<file path="src/rtl/lo_pkg.sv">
// Shared constants and helpers for the quadrature LO bank: period geometry,
// dead-zone clamping and the ternary (sign, non-zero) phase decode.
package lo_pkg;

  typedef struct packed {
    logic sgn;
    logic nz;
  } tern_t;

  function automatic int unsigned period_of(input int unsigned ph_w);
    return 32'd1 << ph_w;
  endfunction

  function automatic int unsigned half_of(input int unsigned ph_w);
    return 32'd1 << (ph_w - 1);
  endfunction

  function automatic int unsigned quarter_of(input int unsigned ph_w);
    return 32'd1 << (ph_w - 2);
  endfunction

  function automatic int unsigned dz_clamp(input int unsigned dz, input int unsigned ph_w);
    return (dz > quarter_of(ph_w)) ? quarter_of(ph_w) : dz;
  endfunction

  // Zero within dz samples either side of each half-period crossing.
  function automatic tern_t tern_decode(input int unsigned p, input int unsigned dz,
                                        input int unsigned ph_w);
    tern_t       t;
    int unsigned h;
    int unsigned d;
    int unsigned q;
    h     = half_of(ph_w);
    d     = dz_clamp(dz, ph_w);
    q     = p % h;
    t.sgn = 1'((p % period_of(ph_w)) >> (ph_w - 1));
    t.nz  = (q >= d) && (q + d <= h - 1);
    return t;
  endfunction

endpackage

</file>
<file path="src/rtl/lo_bank_if.sv">
// Config handshake and per-channel ternary LO outputs of the LO bank.
interface lo_bank_if #(
  parameter int unsigned N_CH = 4,
  parameter int unsigned DZ_W = 5
);
  logic            cfg_valid;
  logic [DZ_W-1:0] cfg_dz;
  logic            cfg_ready;
  logic [N_CH-1:0] sin_sgn;
  logic [N_CH-1:0] sin_nz;
  logic [N_CH-1:0] cos_sgn;
  logic [N_CH-1:0] cos_nz;
  logic [N_CH-1:0] wrap;

  modport master (
    output cfg_valid, cfg_dz,
    input  cfg_ready, sin_sgn, sin_nz, cos_sgn, cos_nz, wrap
  );

  modport slave (
    input  cfg_valid, cfg_dz,
    output cfg_ready, sin_sgn, sin_nz, cos_sgn, cos_nz, wrap
  );
endinterface

</file>
<file path="src/rtl/lo_channel.sv">
// One LO channel: phase counter, glitch-free dead-zone update at phase wrap,
// registered sin/cos ternary decode and wrap pulse.
module lo_channel
  import lo_pkg::*;
#(
  parameter int unsigned     PH_W   = 6,
  parameter int unsigned     DZ_W   = 5,
  parameter logic [DZ_W-1:0] DZ_RST = '0
) (
  input  logic            clk,
  input  logic            rstb,
  input  logic            tick_i,
  input  logic            phase_rst_i,
  input  logic            load_i,
  input  logic [DZ_W-1:0] shadow_i,
  output logic            pending_o,
  output logic            sin_sgn_o,
  output logic            sin_nz_o,
  output logic            cos_sgn_o,
  output logic            cos_nz_o,
  output logic            wrap_o
);

  localparam logic [PH_W-1:0] PH_MAX = '1;
  localparam logic [PH_W-1:0] PH_QTR = PH_W'(quarter_of(PH_W));

  logic [PH_W-1:0] ph_q, ph_d;
  logic [DZ_W-1:0] dz_q, dz_d;
  logic            pend_q, pend_d;
  tern_t           sin_q, sin_d, cos_q, cos_d;
  logic            wrap_q, wrap_d;
  logic            at_wrap;
  logic [PH_W-1:0] cos_ph;

  always_comb begin
    at_wrap = tick_i && (ph_q == PH_MAX);
    ph_d    = ph_q;
    dz_d    = dz_q;
    pend_d  = pend_q;
    if (phase_rst_i) begin
      ph_d   = '0;
      pend_d = 1'b0;
      if (load_i || pend_q) dz_d = shadow_i;
    end else begin
      if (tick_i) ph_d = ph_q + 1'b1;
      // A load coinciding with a wrap defers the update to the following wrap.
      if (load_i) begin
        pend_d = 1'b1;
      end else if (at_wrap && pend_q) begin
        dz_d   = shadow_i;
        pend_d = 1'b0;
      end
    end
    cos_ph = ph_q + PH_QTR;
    sin_d  = tern_decode(32'(ph_q), 32'(dz_q), PH_W);
    cos_d  = tern_decode(32'(cos_ph), 32'(dz_q), PH_W);
    wrap_d = at_wrap && !phase_rst_i;
  end

  always_ff @(posedge clk) begin
    if (!rstb) begin
      ph_q   <= '0;
      dz_q   <= DZ_RST;
      pend_q <= 1'b0;
      sin_q  <= '0;
      cos_q  <= '0;
      wrap_q <= 1'b0;
    end else begin
      ph_q   <= ph_d;
      dz_q   <= dz_d;
      pend_q <= pend_d;
      sin_q  <= sin_d;
      cos_q  <= cos_d;
      wrap_q <= wrap_d;
    end
  end

  assign pending_o = pend_q;
  assign sin_sgn_o = sin_q.sgn;
  assign sin_nz_o  = sin_q.nz;
  assign cos_sgn_o = cos_q.sgn;
  assign cos_nz_o  = cos_q.nz;
  assign wrap_o    = wrap_q;

endmodule

</file>
<file path="src/rtl/lo_bank.sv">
// Multi-channel octave-spaced quadrature LO bank: shared prescaler, per-channel
// tick generation and a dead-zone config handshake fanned out to every channel.
module lo_bank
  import lo_pkg::*;
#(
  parameter int unsigned     N_CH   = 4,
  parameter int unsigned     PH_W   = 6,
  parameter int unsigned     DZ_W   = PH_W - 1,
  parameter logic [DZ_W-1:0] DZ_RST = '0
) (
  input  logic       clk,
  input  logic       rstb,
  input  logic       en,
  input  logic       phase_rst,
  lo_bank_if.slave   bus
);

  localparam int unsigned PRE_W = (N_CH > 1) ? N_CH - 1 : 1;

  logic [PRE_W-1:0] pre_q, pre_d;
  logic [DZ_W-1:0]  shadow_q, shadow_d;
  logic [DZ_W-1:0]  shadow_fwd;
  logic [N_CH-1:0]  tick;
  logic [N_CH-1:0]  pending;
  logic [N_CH-1:0]  sin_sgn, sin_nz, cos_sgn, cos_nz, wrap;
  logic             xfer;

  assign bus.cfg_ready = ~|pending;
  assign xfer          = bus.cfg_valid && bus.cfg_ready;
  // Forwarding the incoming value lets phase_rst apply a same-cycle transfer.
  assign shadow_fwd    = xfer ? bus.cfg_dz : shadow_q;

  always_comb begin
    pre_d    = pre_q;
    shadow_d = shadow_q;
    if (phase_rst)   pre_d = '0;
    else if (en)     pre_d = pre_q + 1'b1;
    if (xfer)        shadow_d = bus.cfg_dz;
  end

  always_ff @(posedge clk) begin
    if (!rstb) begin
      pre_q    <= '0;
      shadow_q <= DZ_RST;
    end else begin
      pre_q    <= pre_d;
      shadow_q <= shadow_d;
    end
  end

  for (genvar k = 0; k < N_CH; k++) begin : g_ch
    if (k == 0) begin : g_t0
      assign tick[k] = en;
    end else begin : g_tk
      assign tick[k] = en && (&pre_q[k-1:0]);
    end

    lo_channel #(
      .PH_W   (PH_W),
      .DZ_W   (DZ_W),
      .DZ_RST (DZ_RST)
    ) u_ch (
      .clk         (clk),
      .rstb        (rstb),
      .tick_i      (tick[k]),
      .phase_rst_i (phase_rst),
      .load_i      (xfer),
      .shadow_i    (shadow_fwd),
      .pending_o   (pending[k]),
      .sin_sgn_o   (sin_sgn[k]),
      .sin_nz_o    (sin_nz[k]),
      .cos_sgn_o   (cos_sgn[k]),
      .cos_nz_o    (cos_nz[k]),
      .wrap_o      (wrap[k])
    );
  end

  assign bus.sin_sgn = sin_sgn;
  assign bus.sin_nz  = sin_nz;
  assign bus.cos_sgn = cos_sgn;
  assign bus.cos_nz  = cos_nz;
  assign bus.wrap    = wrap;

endmodule

</file>
<file path="src/flat_wrapper.sv">
// flat-port wrapper written by rule: the top's interface ports become plain ports
module lo_bank_flat import lo_pkg::*;
#(
  parameter int unsigned     N_CH   = 4,
  parameter int unsigned     PH_W   = 6,
  parameter int unsigned     DZ_W   = PH_W - 1,
  parameter logic [DZ_W-1:0] DZ_RST = '0
)
  (clk, rstb, en, phase_rst, bus_cfg_valid, bus_cfg_dz, bus_cfg_ready, bus_sin_sgn, bus_sin_nz, bus_cos_sgn, bus_cos_nz, bus_wrap);
  lo_bank_if #(.N_CH(N_CH), .DZ_W(DZ_W)) bus_i ();
  input  logic clk;
  input  logic rstb;
  input  logic en;
  input  logic phase_rst;
  input wire logic [$bits(bus_i.cfg_valid)-1:0] bus_cfg_valid;
  input wire logic [$bits(bus_i.cfg_dz)-1:0] bus_cfg_dz;
  output wire logic [$bits(bus_i.cfg_ready)-1:0] bus_cfg_ready;
  output wire logic [$bits(bus_i.sin_sgn)-1:0] bus_sin_sgn;
  output wire logic [$bits(bus_i.sin_nz)-1:0] bus_sin_nz;
  output wire logic [$bits(bus_i.cos_sgn)-1:0] bus_cos_sgn;
  output wire logic [$bits(bus_i.cos_nz)-1:0] bus_cos_nz;
  output wire logic [$bits(bus_i.wrap)-1:0] bus_wrap;
  assign bus_i.cfg_valid = bus_cfg_valid;
  assign bus_i.cfg_dz = bus_cfg_dz;
  assign bus_cfg_ready = bus_i.cfg_ready;
  assign bus_sin_sgn = bus_i.sin_sgn;
  assign bus_sin_nz = bus_i.sin_nz;
  assign bus_cos_sgn = bus_i.cos_sgn;
  assign bus_cos_nz = bus_i.cos_nz;
  assign bus_wrap = bus_i.wrap;
  lo_bank #(.N_CH(N_CH), .PH_W(PH_W), .DZ_W(DZ_W), .DZ_RST(DZ_RST)) u_core (.clk(clk), .rstb(rstb), .en(en), .phase_rst(phase_rst), .bus(bus_i));
endmodule
</file>
<file path="config.mk">
export PLATFORM = sky130hd
export DESIGN_NAME = lo_bank_flat
export DESIGN_NICKNAME = d
export VERILOG_FILES = /design/src/rtl/lo_pkg.sv /design/src/rtl/lo_bank_if.sv /design/src/rtl/lo_channel.sv /design/src/rtl/lo_bank.sv /design/src/flat_wrapper.sv
export SDC_FILE = /design/constraint.sdc
export NUM_CORES = 1
export LEC_CHECK = 0
export CAP_MARGIN = 15
export CORE_ASPECT_RATIO = 1.2
export CORE_MARGIN = 2
export CORE_UTILIZATION = 60
export DETAILED_ROUTE_END_ITERATION = 6
export DONT_BUFFER_PORTS = 1
export PLACE_DENSITY_LB_ADDON = 0.2
export SLEW_MARGIN = 40
export SYNTH_ARGS = -nofsm -noshare
export SYNTH_HDL_FRONTEND = slang
export SYNTH_HIERARCHICAL = 1
export SYNTH_SLANG_ARGS = --single-unit
</file>
<file path="constraint.sdc">
create_clock -name clk -period 2.4 [get_ports clk]
set_input_delay 0.48 -clock clk [delete_from_list [all_inputs] [get_ports clk]]
set_output_delay 0.48 -clock clk [all_outputs]
set_load 0.05 [all_outputs]
</file>
==> results of run 1 <==
-- power breakdown --
| group | leakage, nW | switching, mW | internal (mW) |
|---|---|---|---|
| Clock | 0.122 | 0.460 | 0.719 |
| Combinational | 1.19 | 0.141 | 0.103 |
| Sequential | 0.618 | 0.0838 | 1.31 |
| Total | 1.93 | 0.685 | 2.13 |
-- sequential cells by signal, indices dropped and copies added (netlist names) --
signal and count:
u_core/g_ch.u_ch/dz_q 20, u_core/g_ch.u_ch/cos_nz_o 4, u_core/g_ch.u_ch/sin_nz_o 4, u_core/g_ch.u_ch/cos_sgn_o 4, u_core/g_ch.u_ch/ph_q 24, u_core/g_ch.u_ch/sin_sgn_o 4
u_core/pre_q 3, u_core/shadow_q 5, u_core/g_ch.u_ch/pending_o 4, u_core/g_ch.u_ch/wrap_o 4
-- routing by layer --
metal  wire [µm]  vias to the layer above  track usage (%)
met2        3920                       44             38.1
met5           0                        -                0
met4         141                        0             10.3
met1        3590                     1450             27.8
met3         235                       11             5.21
li1            -                     1579                -
-- layout make-up --
type	instances	share of cell area, %
well taps	87	2.43
repair buffers	1	0.168
inverters	33	2.77
flip-flops and latches	76	34.0
multi-input cells	342	55.1
clock inverters	6	2.49
clock buffers	10	3.07
-- Yosys cell counts --
cell,n
nor2b_1,4
nand3b_1,16
o21ai_0,24
nand2_1,62
clkbuf_1,6
a311oi_1,8
and4_2,4
or3_1,4
a2111o_1,4
nand4_1,4
nor2_1,39
inv_2,1
ha_1,58
inv_1,32
a21oi_1,12
mux2i_1,11
o21ai_4,4
nand3_1,24
nand4_2,4
a221o_1,4
mux2_4,5
nand2b_1,17
dfxtp_1,76
buf_2,4
o31ai_1,4
nor4_4,1
nor3_1,4
xnor2_1,5
nand2_4,1
xor2_1,8
and2_1,11
-- path summary, 6_finish.rpt --
path / startpoint / to / slack (ns) / depth (start not counted)
max: u_core/pre_q[0] / u_core/g_ch[3].u_ch/dz_q[0] / 0.58 / 7
min: rstb / u_core/g_ch[2].u_ch/cos_sgn_o / 0.26 / 1
max reg2reg: u_core/pre_q[0] / u_core/g_ch[3].u_ch/dz_q[0] / 0.58 / 7
min reg2reg: u_core/g_ch[0].u_ch/dz_q[0] / u_core/g_ch[0].u_ch/dz_q[0] / 0.46 / 2
-- worst register-to-register path: cells and delay by family, from the launching register on --
kind,cells,cell delay [ns]
adders and majority gates,2,0.37
DFF,1,0.40
AOI/OAI and AO/OA,2,0.38
and+or+nand+nor,3,0.60
-- through the flow --
step                      setup WS, ns  utilization (%)  instances  total power, mW  hold WS, ns
after floorplan                  0.359                -        461             1.62        0.431
after detailed placement         0.609             62.5        539             1.66        0.449
after global routing             0.397             66.1        555             2.94        0.252
after global placement           0.654             62.5        539             1.65        0.444
after CTS                        0.569             66.1        555             2.85        0.252
final                            0.580             66.1        555             2.81        0.264
-- kinds of logic (layout without fill, tap and decap cells) --
family	after synthesis	count (layout)
DFF	76	76
adders and majority gates	58	58
muxes	16	16
AOI/OAI and AO/OA	60	60
xor gates and xnor gates	13	13
buffers and inverters	43	50
and+or+nand+nor	195	195
==> flow_summary.yaml, run 1 <==
finish:
  area_growth_pct: 7.77
  layout_common_cells: "dfxtp_1 (76), nand2_1 (62), ha_1 (58)"
  fillers: 569
  final_nets: 531
  multiInputGateArea_mm2: 0.00247
  n_antenna_cell: 0
  drive_gt1_share_pct: 7.91
  seq_area_mm2: 0.00152
  final_common_cell: "dfxtp_1"
  final_area_mm2: 0.00448
critical_path:
  crit_arrival_ns: 2.09
  crit_fanout: 10
  start_kind: "flip-flop"
  end_kind: "flip-flop"
  critPathMaxStageDelay_ns: 0.40
  cp.buffers_inverters: 0
  crit_path_frequent_cell: "ha_1"
  crit_chain: "ha_1, ha_1, and2_1, nand4_1, o21ai_4, nand3_1, o21ai_0"
  slowest_stage: "dfxtp_1"
  path_class: "flip-flop to flip-flop"
  critPathTopFamily: "simple AND/OR/NAND/NOR gates"
  crit_required_ns: 2.67
grt:
  overflow: 0
  grt_usage_pct: 22.8
  grt_max_degree: 64
  antenna_found_initial: 0
  grt_pass1_vias: 2997
  grt_pass1_wl_um: 13400
route:
  num_vias: 3084
  ant_nets: 0
  wl_per_cell_um: 14.2
  via_per_inst: 5.56
  dr.pass1.iters: 4
  drt-total-wl_um: 7890
  drt-initial-drc-count: 175
  drc: 0
logic_synthesis:
  yosys.area.top_type: "dfxtp_1"
  ys_seq_area_share_pct: 36.6
  synth.mux.area_fraction_pct: 4.46
  yosysWarnings: 6
  synth_top_family_by_area: "simple AND/OR/NAND/NOR gates"
  synth_area_per_cell_um2: 9.01
  syn_nets: 529
  synth_compound_area_share_pct: 10.4
  synthSimpleGateAreaFrac_pct: 24.4
  synth_xor_area_share_pct: 2.74
  synth_cells: 461
  synth.area.top_cells: "dfxtp_1 (37%), ha_1 (17%), nand2_1 (5.6%)"
  ys_ff_latch: 76
  syn_area_mm2: 0.00416
  yosys.area_share.adder_pct: 17.5
  synth_top_area_share_pct: 36.6
  synth_cell_types: 31
clocking:
  clkTransAtPathRegs_ns: 0.07
  clockBufferDepth: 2
  cts_sinks: 76
  h-tree-depth: 3
  cts_hold_buf: 0
  cts_made_buffers: 9
  cts_resized: 0
  worstSkewPairLatency_ns: 0.35
  cts-root-buf: "clkbuf_8"
  cts_setup_buffers: 0
  cts_tree: "yes"
placement:
  io_buffers: 0
  gp_congestion: 0.796
  dpl_cell_area_mm2: 0.00423
  dp_hpwl_um: 5780
power:
  ir_drop_mv: 0.598
  p_leak_nw: 1.93
  power-per-cell-area_mw_per_mm2: 628
sta:
  fin_tns_setup_ns: 0
  setup_viol: 0
  worst_pin_slew_ns: 0.492
  skew_ns: 0.0120
  rsz0062_at_grt: "false"
  fin_crit_sh_pct: 75.8
  final.min_clock_period_ns: 1.82
  fmax_mhz: 550
  maxSlewHeadroom_pct: 67.2
  finalMaxSlewViolations: 0
  finalHoldViolCount: 0
worst_hold_path:
  min_path_type: "input port to flip-flop"
die:
  die_x_um: 80.0
  core_mm2: 0.00677
  io_pins: 31
  dieArea_mm2: 0.00761
  dieHeight_um: 95.2
  rows: 33
  start_util_pct: 61.4
outcome:
  outcome: "finished, final reports clean"
run:
  drv_cap: 0
Note: power is estimated with default switching activity, not from simulation.
==> inputs of run 2 (changes only) <==
--- a/config.mk
+++ b/config.mk
@@ -5,10 +5,11 @@
 export SDC_FILE = /design/constraint.sdc
 export NUM_CORES = 1
 export LEC_CHECK = 0
+export ABC_AREA = 1
 export CAP_MARGIN = 15
 export CORE_ASPECT_RATIO = 1.2
 export CORE_MARGIN = 2
-export CORE_UTILIZATION = 60
+export CORE_UTILIZATION = 58
 export DETAILED_ROUTE_END_ITERATION = 6
 export DONT_BUFFER_PORTS = 1
 export PLACE_DENSITY_LB_ADDON = 0.2
==> constraint.sdc (replaced) <==
create_clock -name clk -period 1.55 [get_ports clk]
set_input_delay 0.31 -clock clk [delete_from_list [all_inputs] [get_ports clk]]
set_output_delay 0.31 -clock clk [all_outputs]
set_load 0.05 [all_outputs]
==> run 2 against run 1 <==
Compared with the run above:
- via count up 35%
- cell area increased by 25%
- final cell count rose by 48%
- sequential share of layout area decreased by 6.2 points
- combinational power rose to 4.0 times the previous value
- die area increased by 17%
- clock power grew 16%
- worst hold slack got worse by 0.20 ns
- critical path depth fell by 2
- core utilization is 3.5 points higher
- worst setup slack got worse by 0.57 ns
- critical path type is now flip-flop to primary output
- largest cell class unchanged
- largest power group unchanged
- highest routed layer unchanged
==> flow_summary.yaml, run 2 <==
grt:
  antenna_found_initial: 0
  grt_pass1_vias: 3904
  grt_usage_pct: 22.4
  grt_max_degree: 34
  overflow: 0
  grt_pass1_wl_um: 16100
critical_path:
  end_kind: "primary output"
  crit_required_ns: 1.24
  crit_fanout: 3
  path_class: "flip-flop to primary output"
  slowest_stage: "dfxtp_2"
  cp.buffers_inverters: 3
  critPathTopFamily: "flip-flops"
  critPathMaxStageDelay_ns: 0.35
  crit_chain: "nor2_4, buf_6, nand2_2, inv_2, buf_8"
  start_kind: "flip-flop"
  crit_arrival_ns: 1.23
power:
  clockPowerShare_pct: 29.8
  ir_drop_mv: 0.637
  p_leak_nw: 2.78
  seqPwrFrac_pct: 48.7
  p_total_mw: 4.61
  p_int_mw: 3.12
  power.switching_mw: 1.49
  combPwrFrac_pct: 21.5
  power-per-cell-area_mw_per_mm2: 825
  switching_share_pct: 32.2
clocking:
  worstSkewPairLatency_ns: 0.35
  clkTransAtPathRegs_ns: 0.08
  cts-root-buf: "clkbuf_8"
  cts_made_buffers: 9
  clockBufferDepth: 2
  cts_hold_buf: 0
  h-tree-depth: 3
  cts_sinks: 76
  cts_tree: "yes"
finish:
  fillers: 657
  area_growth_pct: 17.8
  drive_gt1_share_pct: 21.8
  final_cells: 821
  n_antenna_cell: 0
  reg_top3: "u_core/g_ch.u_ch/ph_q (24), u_core/g_ch.u_ch/dz_q (20), u_core/shadow_q (5)"
  largest_reg_flops: 24
  final_common_cell: "nand2_1"
  regMostFlops: "u_core/g_ch.u_ch/ph_q"
  final_nets: 789
  final_area_mm2: 0.00558
  layout_common_cells: "nand2_1 (140), inv_1 (123), nor2_1 (96)"
route:
  wl_met1_um: 4490
  drt-initial-drc-count: 170
  num_vias: 4165
  wl_met2_um: 5120
  via_per_inst: 5.07
  ant_nets: 0
  dr.pass1.iters: 5
  wl_per_cell_um: 12.3
  top_layer: "met4"
  met3_length_um: 349
  drc: 0
  drt-total-wl_um: 10100
logic_synthesis:
  yosysMostFrequentCell: "nand2_1"
  synth_area_per_cell_um2: 6.89
  ys_seq_area_share_pct: 32.1
  synth_compound_area_share_pct: 6.02
  synth_top_family_by_area: "simple AND/OR/NAND/NOR gates"
  synth.mux.area_fraction_pct: 0
  synth_edf_count: 0
  synth.area.top_cells: "dfxtp_1 (32%), ha_1 (15%), nand2_1 (11%)"
  syn_nets: 756
  yosys.area_share.adder_pct: 15.3
  yosys.area.top_type: "dfxtp_1"
  synthFlopType: "dfxtp_1"
  synth_cell_types: 23
  syn_area_mm2: 0.00474
  ys_ff_latch: 76
  synth_cells: 688
  synthSimpleGateAreaFrac_pct: 34.4
  synth_top_area_share_pct: 32.1
  synth_xor_area_share_pct: 0
  synthArstFlopShare_pct: 0
  yosysWarnings: 6
  ys_top_cells_by_count: "nand2_1 (142), inv_1 (133), nor2_1 (114)"
placement:
  gp_congestion: 0.863
  dpl_cell_area_mm2: 0.00499
  io_buffers: 0
  pre_cts_ws_ns: -0.0360
  dp_cells: 801
  dp_hpwl_um: 7280
sta:
  skew_ns: 0.0115
  fin_tns_setup_ns: 0
  rsz0062_at_grt: "true"
  finalMaxSlewViolations: 0
  setup_viol: 0
  fin_crit_sh_pct: 99.6
  worst_pin_slew_ns: 0.496
  fmax_mhz: 648
  finalHoldViolCount: 0
  final.min_clock_period_ns: 1.54
  finalWorstSetupSlack_ns: 0.00580
  maxSlewHeadroom_pct: 66.9
die:
  core_mm2: 0.00802
  dieHeight_um: 103
  io_pins: 31
  dieArea_mm2: 0.00891
  die_x_um: 86.5
  start_util_pct: 59.1
  rows: 36
outcome:
  outcome: "finished, final reports clean"
run:
  drv_cap: 0
worst_hold_path:
  min_path_type: "input port to flip-flop"
-- run 2: cell count changes after synthesis, moves of 11 or more --
cell	change
inv_1	+101
nand2_1	+80
nor2_1	+75
a21oi_1	+22
nand2b_1	-17
inv_2	+12
nand3b_1	-12
o21ai_0	-12
and2_1	-11
mux2i_1	-11
-- run 2: path summary, 6_finish.rpt --
kind                                 start                       endpoint  cells past startpoint  slack [ns]
max          u_core/g_ch[3].u_ch/pending_o                  bus_cfg_ready                      5       0.006
min                                   rstb  u_core/g_ch[1].u_ch/cos_sgn_o                      2        0.07
max reg2reg    u_core/g_ch[1].u_ch/dz_q[4]   u_core/g_ch[1].u_ch/cos_nz_o                      8        0.07
min reg2reg    u_core/g_ch[3].u_ch/ph_q[5]  u_core/g_ch[3].u_ch/sin_sgn_o                      2        0.46
-- run 2: logic make-up (layout without fill, tap and decap cells) --
| group | Yosys count | count (layout) |
|---|---|---|
| AO/OA/AOI/OAI | 54 | 54 |
| adder cells (fa/ha/maj) | 58 | 58 |
| buffers and inverters | 150 | 188 |
| flip-flops | 76 | 76 |
| AND/OR/NAND/NOR | 350 | 350 |
-- run 2: through the flow --
step                utilization (%)  hold slack (ns)
detailed placement             62.3            0.417
global route                   69.6           0.0531
global placement               62.3            0.416
CTS                            65.6           0.0388
floorplan                         -            0.432
finish                         69.6           0.0662
-- run 2: final cells by class --
cell class | count | area [µm²] | share of cell area [%]
clock buffers | 12 | 155 | 2.78
multi-input cells | 462 | 2980 | 53.4
inverters | 146 | 548 | 9.81
repair buffers | 26 | 206 | 3.70
well taps | 95 | 119 | 2.13
clock inverters | 4 | 23.8 | 0.426
flip-flops and latches | 76 | 1550 | 27.8
-- run 2: power by group through the flow --
stage | clock network, mW | logic [mW] | registers, mW
after floorplan | 0 | 0.650 | 2.26
after global placement | 0 | 0.803 | 2.27
after detailed placement | 0 | 0.832 | 2.27
after CTS | 1.42 | 0.867 | 2.23
after global routing | 1.49 | 1.12 | 2.26
final | 1.37 | 0.988 | 2.24
-- run 2: layer usage --
metal  up-vias  global-route usage, %
li1       2179                      -
met1      1905                   26.1
met2        71                   40.7
met3        10                   4.16
met4         0                   8.89
met5         -                      0
-- run 2: repair_timing --
action,in CTS,in global routing
resized for setup,22,72
pin swaps,2,21
endpoints found under the setup margin,14,30
buffers inserted,1,3
